$ cat src/rtl/room_controller.sv
// Room/map controller: detects screen-edge exits on the frame tick, blanks the screen,
// switches room and re-places the player. Optional macro ROOM_BLANK_EN enables frame blanking.
module room_controller #(
    parameter int EDGE_L       = 8,
    parameter int EDGE_R       = 631,
    parameter int EDGE_T       = 8,
    parameter int EDGE_B       = 471,
    parameter int INSET        = 16,
    parameter int BLANK_FRAMES = 2
) (
    input  logic       clk_vga,
    input  logic       reset,
    input  logic       VBlank,
    input  logic [9:0] playerX,
    input  logic [8:0] playerY,
    output logic [3:0] mapX,
    output logic [3:0] mapY,
    output logic       busy,
    output logic       blankOut,
    output logic       setPlayer,
    output logic [9:0] playerSetX,
    output logic [8:0] playerSetY
);

    typedef enum logic [1:0] {PLAY, BLANK, LOAD, SETPOS} state_t;
    typedef enum logic [1:0] {DIR_L, DIR_R, DIR_T, DIR_B} dir_t;

    localparam logic [9:0] X_L    = 10'(EDGE_L);
    localparam logic [9:0] X_R    = 10'(EDGE_R);
    localparam logic [8:0] Y_T    = 9'(EDGE_T);
    localparam logic [8:0] Y_B    = 9'(EDGE_B);
    localparam logic [9:0] X_IN_R = 10'(EDGE_R - INSET);
    localparam logic [9:0] X_IN_L = 10'(EDGE_L + INSET);
    localparam logic [8:0] Y_IN_B = 9'(EDGE_B - INSET);
    localparam logic [8:0] Y_IN_T = 9'(EDGE_T + INSET);

    function automatic logic room_valid(input logic [3:0] x, input logic [3:0] y);
        return ({x, y} == 8'h35) || ({x, y} == 8'h36) || ({x, y} == 8'h46) ||
               ({x, y} == 8'h47) || ({x, y} == 8'h26);
    endfunction

    state_t     state_q, state_d;
    dir_t       dir_q, dir_d, cand_dir_s;
    logic       vblank_q, tick_s;
    logic       ex_l_s, ex_r_s, ex_t_s, ex_b_s, exit_s;
    logic [3:0] cand_x_s, cand_y_s;
    logic [9:0] clamp_x_s;
    logic [8:0] clamp_y_s;
    logic [3:0] nbx_q, nbx_d, nby_q, nby_d;
    logic [9:0] latx_q, latx_d;
    logic [8:0] laty_q, laty_d;
    logic [3:0] mapx_q, mapx_d, mapy_q, mapy_d;
    logic       busy_q, busy_d, blank_q, blank_d, set_q, set_d;
    logic [9:0] psx_q, psx_d;
    logic [8:0] psy_q, psy_d;
`ifdef ROOM_BLANK_EN
    logic [3:0] cnt_q, cnt_d;
`endif

    assign tick_s = VBlank & ~vblank_q;
    assign ex_l_s = (playerX < X_L);
    assign ex_r_s = (playerX > X_R);
    assign ex_t_s = (playerY < Y_T);
    assign ex_b_s = (playerY > Y_B);
    assign exit_s = ex_l_s | ex_r_s | ex_t_s | ex_b_s;

    // Highest-priority exit: candidate neighbour and clamped position
    always_comb begin
        cand_dir_s = DIR_B;
        cand_x_s   = mapx_q;
        cand_y_s   = mapy_q + 4'd1;
        clamp_x_s  = playerX;
        clamp_y_s  = Y_B;
        if (ex_l_s) begin
            cand_dir_s = DIR_L;
            cand_x_s   = mapx_q - 4'd1;
            cand_y_s   = mapy_q;
            clamp_x_s  = X_L;
            clamp_y_s  = playerY;
        end else if (ex_r_s) begin
            cand_dir_s = DIR_R;
            cand_x_s   = mapx_q + 4'd1;
            cand_y_s   = mapy_q;
            clamp_x_s  = X_R;
            clamp_y_s  = playerY;
        end else if (ex_t_s) begin
            cand_dir_s = DIR_T;
            cand_y_s   = mapy_q - 4'd1;
            clamp_y_s  = Y_T;
        end else begin
            cand_dir_s = DIR_B;
        end
    end

    // Next-state and registered-output logic
    always_comb begin
        state_d = state_q;
        dir_d   = dir_q;
        nbx_d   = nbx_q;
        nby_d   = nby_q;
        latx_d  = latx_q;
        laty_d  = laty_q;
        mapx_d  = mapx_q;
        mapy_d  = mapy_q;
        set_d   = 1'b0;
        psx_d   = psx_q;
        psy_d   = psy_q;
`ifdef ROOM_BLANK_EN
        cnt_d   = cnt_q;
`endif
        case (state_q)
            PLAY: begin
                if (tick_s && exit_s) begin
                    if (room_valid(cand_x_s, cand_y_s)) begin
                        dir_d  = cand_dir_s;
                        nbx_d  = cand_x_s;
                        nby_d  = cand_y_s;
                        latx_d = playerX;
                        laty_d = playerY;
`ifdef ROOM_BLANK_EN
                        state_d = BLANK;
                        cnt_d   = 4'd0;
`else
                        state_d = LOAD;
                        mapx_d  = cand_x_s;
                        mapy_d  = cand_y_s;
`endif
                    end else begin
                        set_d = 1'b1;
                        psx_d = clamp_x_s;
                        psy_d = clamp_y_s;
                    end
                end else begin
                    state_d = PLAY;
                end
            end
            BLANK: begin
`ifdef ROOM_BLANK_EN
                if (tick_s) begin
                    cnt_d = cnt_q + 4'd1;
                    if ((cnt_q + 4'd1) == 4'(BLANK_FRAMES)) begin
                        state_d = LOAD;
                        mapx_d  = nbx_q;
                        mapy_d  = nby_q;
                    end else begin
                        state_d = BLANK;
                    end
                end else begin
                    state_d = BLANK;
                end
`else
                state_d = PLAY;
`endif
            end
            LOAD: begin
                // Map already shows the neighbour; issue the re-entry position next
                state_d = SETPOS;
                set_d   = 1'b1;
                psx_d   = latx_q;
                psy_d   = laty_q;
                case (dir_q)
                    DIR_L:   psx_d = X_IN_R;
                    DIR_R:   psx_d = X_IN_L;
                    DIR_T:   psy_d = Y_IN_B;
                    DIR_B:   psy_d = Y_IN_T;
                    default: psx_d = latx_q;
                endcase
            end
            SETPOS:  state_d = PLAY;
            default: state_d = PLAY;
        endcase
        busy_d = (state_d != PLAY);
`ifdef ROOM_BLANK_EN
        blank_d = (state_d != PLAY);
`else
        blank_d = 1'b0;
`endif
    end

    // State and output registers with synchronous reset to the start room
    always_ff @(posedge clk_vga) begin
        if (reset) begin
            state_q  <= PLAY;
            vblank_q <= 1'b0;
            dir_q    <= DIR_L;
            nbx_q    <= 4'd0;
            nby_q    <= 4'd0;
            latx_q   <= 10'd0;
            laty_q   <= 9'd0;
            mapx_q   <= 4'd3;
            mapy_q   <= 4'd5;
            busy_q   <= 1'b0;
            blank_q  <= 1'b0;
            set_q    <= 1'b0;
            psx_q    <= 10'd0;
            psy_q    <= 9'd0;
`ifdef ROOM_BLANK_EN
            cnt_q    <= 4'd0;
`endif
        end else begin
            state_q  <= state_d;
            vblank_q <= VBlank;
            dir_q    <= dir_d;
            nbx_q    <= nbx_d;
            nby_q    <= nby_d;
            latx_q   <= latx_d;
            laty_q   <= laty_d;
            mapx_q   <= mapx_d;
            mapy_q   <= mapy_d;
            busy_q   <= busy_d;
            blank_q  <= blank_d;
            set_q    <= set_d;
            psx_q    <= psx_d;
            psy_q    <= psy_d;
`ifdef ROOM_BLANK_EN
            cnt_q    <= cnt_d;
`endif
        end
    end

    assign mapX       = mapx_q;
    assign mapY       = mapy_q;
    assign busy       = busy_q;
    assign blankOut   = blank_q;
    assign setPlayer  = set_q;
    assign playerSetX = psx_q;
    assign playerSetY = psy_q;

endmodule

$ cat config.mk
export PLATFORM = sky130hd
export DESIGN_NAME = room_controller
export DESIGN_NICKNAME = d
export VERILOG_FILES = /design/src/rtl/room_controller.sv
export SDC_FILE = /design/constraint.sdc
export NUM_CORES = 1
export LEC_CHECK = 0
export ABC_AREA = 1
export BUFFER_PORTS_ARGS = -buffer_cell sky130_fd_sc_hd__buf_2
export CORE_ASPECT_RATIO = 1.2
export CORE_MARGIN = 2
export CORE_UTILIZATION = 30
export DETAILED_ROUTE_END_ITERATION = 6
export PLACE_DENSITY = 0.53
export SKIP_CTS_REPAIR_TIMING = 1
export SYNTH_ARGS = -nofsm -noshare
export SYNTH_HDL_FRONTEND = slang
export SYNTH_SLANG_ARGS = --single-unit
$ cat constraint.sdc
create_clock -name clk_vga -period 3.9 [get_ports clk_vga]
set_clock_uncertainty 0.05 [all_clocks]
set_input_delay 0.195 -clock clk_vga [delete_from_list [all_inputs] [get_ports clk_vga]]
set_output_delay 0.195 -clock clk_vga [all_outputs]
set_load 0.01 [all_outputs]
=== After elaboration in Yosys (flattened, before gate mapping) ===
Cells that the tools add are included.

* Memories kept: 0
* Latch bits: 0
* RAM bits: 0
* Bits in read-only memories: 0
* Bits in registers: 53
* Word-level logic and storage cells: 76

* Eq/ne operators: 13
* Order comparisons: 4
* Shifts and indexed selects: 0
* Bitwise operators: 5
* $add $sub $neg: 4
* Reduce and logical (&&, ||, !) cells: 12
* Divide/modulo/power cells: 0
* Mux-type cells: 27
* Multiply operators: 0

{| class="wikitable"
|+ Operators by type and width
! cell !! count
|-
| 9-bit two-way mux || 5
|-
| 10-bit two-way mux || 4
|-
| 10-bit case mux with 2 select lines || 2
|-
| 9-bit case mux with 2 select lines || 2
|-
| 8-bit by 6-bit equality test with 1-bit output, second input constant || 3
|-
| 4-bit two-way mux || 5
|-
| 8-bit by 7-bit equality test with 1-bit output, second input constant || 2
|-
| 10-bit greater-than comparator, second input constant || 1
|-
| 10-bit by 4-bit < comparator with 1-bit output, second input constant || 1
|-
| 9-bit greater-than comparator, second input constant || 1
|-
| 9-bit by 4-bit < comparator with 1-bit output, second input constant || 1
|-
| 4-bit by 1-bit adder with 4-bit output, second input constant || 2
|-
| 2-bit equality test, second input constant || 4
|-
| 2-bit two-way mux || 4
|-
| 4-bit by 1-bit subtractor with 4-bit output, second input constant || 2
|-
| 2-bit case mux with 3 select lines || 1
|-
| 3-bit AND reduction || 2
|-
| 2-bit by 1-bit equality test with 1-bit output, second input constant || 2
|-
| 2-bit zero test || 2
|-
| 1-bit logical OR || 4
|-
| 2-bit != test, second input constant || 2
|-
| 2-bit nonzero test || 2
|-
| 1-bit two-way mux || 3
|-
| 1-bit bitwise OR || 3
|-
| 5 further kinds || 5
|}

=== Longest topological paths before layout ===
* Word-level depth: 13
* Depth in mapped cells: 21

=== Worst setup path before layout ===
Ideal clock, no wire load.

* Path kind: input to register
* Start: input playerY[5]
* End: register psx_q[3] (netlist: playerSetX[3])
* Stages: 20
* Library setup time: 115 ps
* Data arrival time: 2112 ps
* Path slack: 1623 ps
* Cell sequence: nor2_1 > nand2_1 > nor2_1 > ha_1 > nand2_1 > nand2_1 > nor2_1 > nand2_1 > nand2_1 > nor2_1 > nor2_1 > nor2_1 > nand2_1 > nor2_1 > nand2_1 > nand2_1 > buf_6 > buf_6 > a21oi_1 > nor2_1

* Word-level cells in the longest chain between the ends: 11
* Elaborated cells between the ends (all ways): 20

{| class="wikitable"
|+ Ends and longest elaborated chain
! what !! line !! RTL
|-
| start, declared || 15 || <nowiki>input logic [8:0] playerY,</nowiki>
|-
| 9-bit by 4-bit < comparator with 1-bit output || 63 || <nowiki>assign ex_t_s = (playerY < Y_T);</nowiki>
|-
| 4-bit two-way mux || 86 || <nowiki>end else if (ex_t_s) begin</nowiki>
|-
| 4-bit two-way mux || 80 || <nowiki>end else if (ex_r_s) begin</nowiki>
|-
| 4-bit two-way mux || 74 || <nowiki>if (ex_l_s) begin</nowiki>
|-
| 8-bit by 6-bit equality test with 1-bit output || 38 || <nowiki>return ({x, y} == 8'h35) || ({x, y} == 8'h36) || ({x, y} == 8'h46) ||</nowiki>
|-
| 1-bit logical OR (3 in series) || 38 ||
|-
| 1-bit logical OR || 39 || <nowiki>({x, y} == 8'h47) || ({x, y} == 8'h26);</nowiki>
|-
| 2-bit != test (no line) || n/a ||
|-
| 3-bit AND reduction (no line) * || n/a ||
|-
| end signal, assigned || 213 || <nowiki>psx_q <= psx_d;</nowiki>
|-
| end, declared || 54 || <nowiki>logic [9:0] psx_q, psx_d;</nowiki>
|}

Every way passes the cells marked *; elsewhere a longest branch is shown, timed or not.
A chain may end at the register's enable or synchronous reset.

=== Worst setup path in the final report ===
* Start: input playerY[3]
* End: register psx_q[7] (netlist: playerSetX[7])

The elaborated chain is that of the path after synthesis.

==> summary.json <==
{
  "register_to_register_path_depth": 13,
  "syn_nets": 536,
  "power_density_nw_per_um2": 405,
  "cts_made_buffers": 5,
  "crit_path_max_fanout": 39,
  "gp_congestion": 0.812,
  "antenna_found_initial": 0,
  "status": "finished clean",
  "max_frequency_ghz": 0.395,
  "synthCells": 509,
  "top_level_ports": 52,
  "largest_net_degree_at_the_start_of_global_routing": 52,
  "synth_top_area_cell": "dfxtp_1",
  "synth_seq_cells": 53,
  "placement_rows": 40,
  "h_tree_levels": 2,
  "hold_path_class": "in2reg",
  "synthesis.area_um2": 3120,
  "globalRouteTotalUtil_pct": 14.7,
  "cts_root_buf": "clkbuf_16",
  "post-synth-top-count-cell": "nand2_1",
  "worstSetupPathType": "in2reg",
  "setup_ws_ns": 1.37,
  "share_of_synthesized_flip_flops_with_an_asynchronous_set_or_reset_pct": 0,
  "yosysUniqueCellTypes": 30,
  "setup_viol": 0,
  "yosysWarnings": 0,
  "p_leak_uw": 0.00195,
  "num_vias": 3019,
  "worstMarginPinSlew_ns": 0.780,
  "drt_first_pass_iters": 4,
  "yosys.area.top_type_share_pct": 34.1,
  "place_ws_ns": 1.07,
  "clkSinkCount": 53,
  "synth_area_leaders": "dfxtp_1 34%, nand2_1 16%, nor2_1 11%, inv_1 8.6%, nand3_1 6.7%",
  "port_buffers": 50,
  "layout_min_cycle_time_ns": 2.53,
  "die_width_um": 97.0,
  "initial_core_util_pct": 31.0,
  "critPathRequiredTime_ns": 4.08,
  "die_h_um": 116,
  "detailed_place_hpwl_mm": 5.61,
  "gr-total-overflow": 0,
  "layout.nets": 569,
  "grt_pass1_wl_mm": 13.4,
  "routed_via_density": 4.51,
  "max-vdd-ir-drop_uv": 185,
  "worst_slew_margin_rel_pct": 48.0,
  "coreArea_um2": 10100,
  "final_min_period_over_clock_period_pct": 64.9,
  "cts.path.max_buffers": 2,
  "flow.area_growth_from_synthesis_pct": 14.7,
  "critPathLaunchType": "primary input",
  "max_cap_viol_count": 0,
  "final_core_util_pct": 35.5,
  "antennaDiodeCount": 0,
  "synth_top_cells_by_count": "131 x nand2_1, 91 x nor2_1, 71 x inv_1, 53 x dfxtp_1, 42 x nand3_1",
  "drt-wirelength-per-cell_um": 11.9,
  "critPathArrivalTime_ns": 2.71,
  "cts_tree": "built",
  "die_area_um2": 11200,
  "worstSkewPairLatency_ns": 0.29,
  "sequential_fraction_of_the_synthesis_area_pct": 34.1,
  "endpoint_kind": "flip-flop",
  "drt-total-wl_mm": 7.94,
  "synth_top_flop_cell": "dfxtp_1",
  "rsz0062_at_grt": "no",
  "synth.avg_cell_area_um2": 6.12,
  "fin_hold_ws_ns": 0.0891,
  "layout-drive-gt1-share_pct": 13.4,
  "grt_pass1_vias": 2796,
  "drt_first_iter_violations": 108,
  "setup_tns_ns": 0,
  "fillcell_total": 1106,
  "timing_hold_violations_final": 0,
  "drc": 0,
  "timing_max_transition_violations_final": 0,
  "synth_edf_count": 0,
  "min_path_cells": 3,
  "number_of_nets_with_antenna_violations_after_detailed_routing": 0,
  "finalPower_uw": 1450,
  "clk_pin_slew_worst_paths_ns": 0.07
}
==> area by class of cell <==
type	count	area (um2)	share of cell area, %
Inverter	74	278	7.77
Tap cell	126	158	4.41
Clock buffer	5	125	3.50
Sequential cell	53	1060	29.7
Timing Repair Buffer	53	273	7.63
Multi-Input combinational cell	355	1610	45.2
Clock inverter	3	65.1	1.82
==> logic make-up (layout without fill, tap and decap cells) <==
family | Yosys count | count (layout) | synth area share (%)
other | 1 | 1 | 0.120
and+or+nand+nor | 276 | 276 | 36.7
adders and majority gates | 5 | 5 | 2.25
buffers and inverters | 101 | 135 | 14.1
xor gates and xnor gates | 4 | 4 | 1.12
AOI/OAI and AO/OA | 69 | 69 | 11.6
DFF | 53 | 53 | 34.1
==> worst paths after layout <==
check / to / slack, ns / start
min: vblank_q / 0.09 / VBlank
max reg2reg: playerSetX[7] / 1.49 / mapX[0]
min reg2reg: mapY[3] / 0.46 / mapY[3]
max: playerSetX[7] / 1.37 / playerY[3]
==> where the power goes <==
group | switching, uW | internal (uW) | leakage (uW)
sequential | 22.6 | 581 | 0.000432
clock | 204 | 367 | 0.0000938
combinational | 175 | 98.0 | 0.00142
==> per-stage QoR <==
step | area [um2] | instances
global placement | 3380 | 661
CTS | 3570 | 669
floorplan | 3120 | 509
detailed placement | 3380 | 661
finish | 3570 | 669
global route | 3570 | 669
==> state kept, by name, summed over array words and instances (netlist names) <==
register,count
latx_q,10
mapX,4
setPlayer,1
vblank_q,1
mapY,4
laty_q,9
dir_q,2
busy,1
state_q,2
playerSetX,10
playerSetY,9
==> metal layers <==
metal / part of all wire [%] / GRT usage, % / vias to the layer above
li1: - / - / 1624
met1: 47 / 18.1 / 1326
met2: 47 / 25.6 / 61
met3: 4.5 / 3.32 / 8
met4: 1.3 / 4.41 / 0
met5: 0 / 0 / -
==> critical path, cell delays in order <==
cell and delay [ns]:
buf_2 0.13, nor2_1 0.16, inv_1 0.06, nor2_1 0.32, ha_1 0.35, nand2_1 0.11
nand3_1 0.08, nand2_1 0.07, nand2_1 0.06, nor2_1 0.08, nor2_1 0.04, nor2_1 0.09
nand2_1 0.06, nor2_1 0.08, nand2_1 0.08, nand2_1 0.06, buf_4 0.36, a21oi_1 0.20
nor2_1 0.13
==> cell usage in the layout, fill, tap and decap left out <==
cell type  synthesis  routed
nor2_2             1       1
clkbuf_16          0       5
nand3b_1           1       1
nand2_4            2       2
nand4_2            1       1
nand4_1            1       1
bufinv_16          0       2
clkinv_2           0       1
inv_2              3       3
nor2_4             2       2
a21oi_1           27      27
o21ai_0           35      35
buf_2              4      50
conb_1             1       1
inv_1             71      71
o41ai_2            1       1
nand2_1          131     131
nand3_1           42      42
o31ai_1            1       1
buf_4              3       3
ha_1               4       4
nand2_2            2       2
o21ai_1            3       3
dfxtp_1           53      53
fa_1               1       1
nor3_1             2       2
xor2_1             3       3
o22ai_1            2       2
xnor2_1            1       1
nor2_1            91      91
No activity file was read; power rests on OpenSTA's default activity.
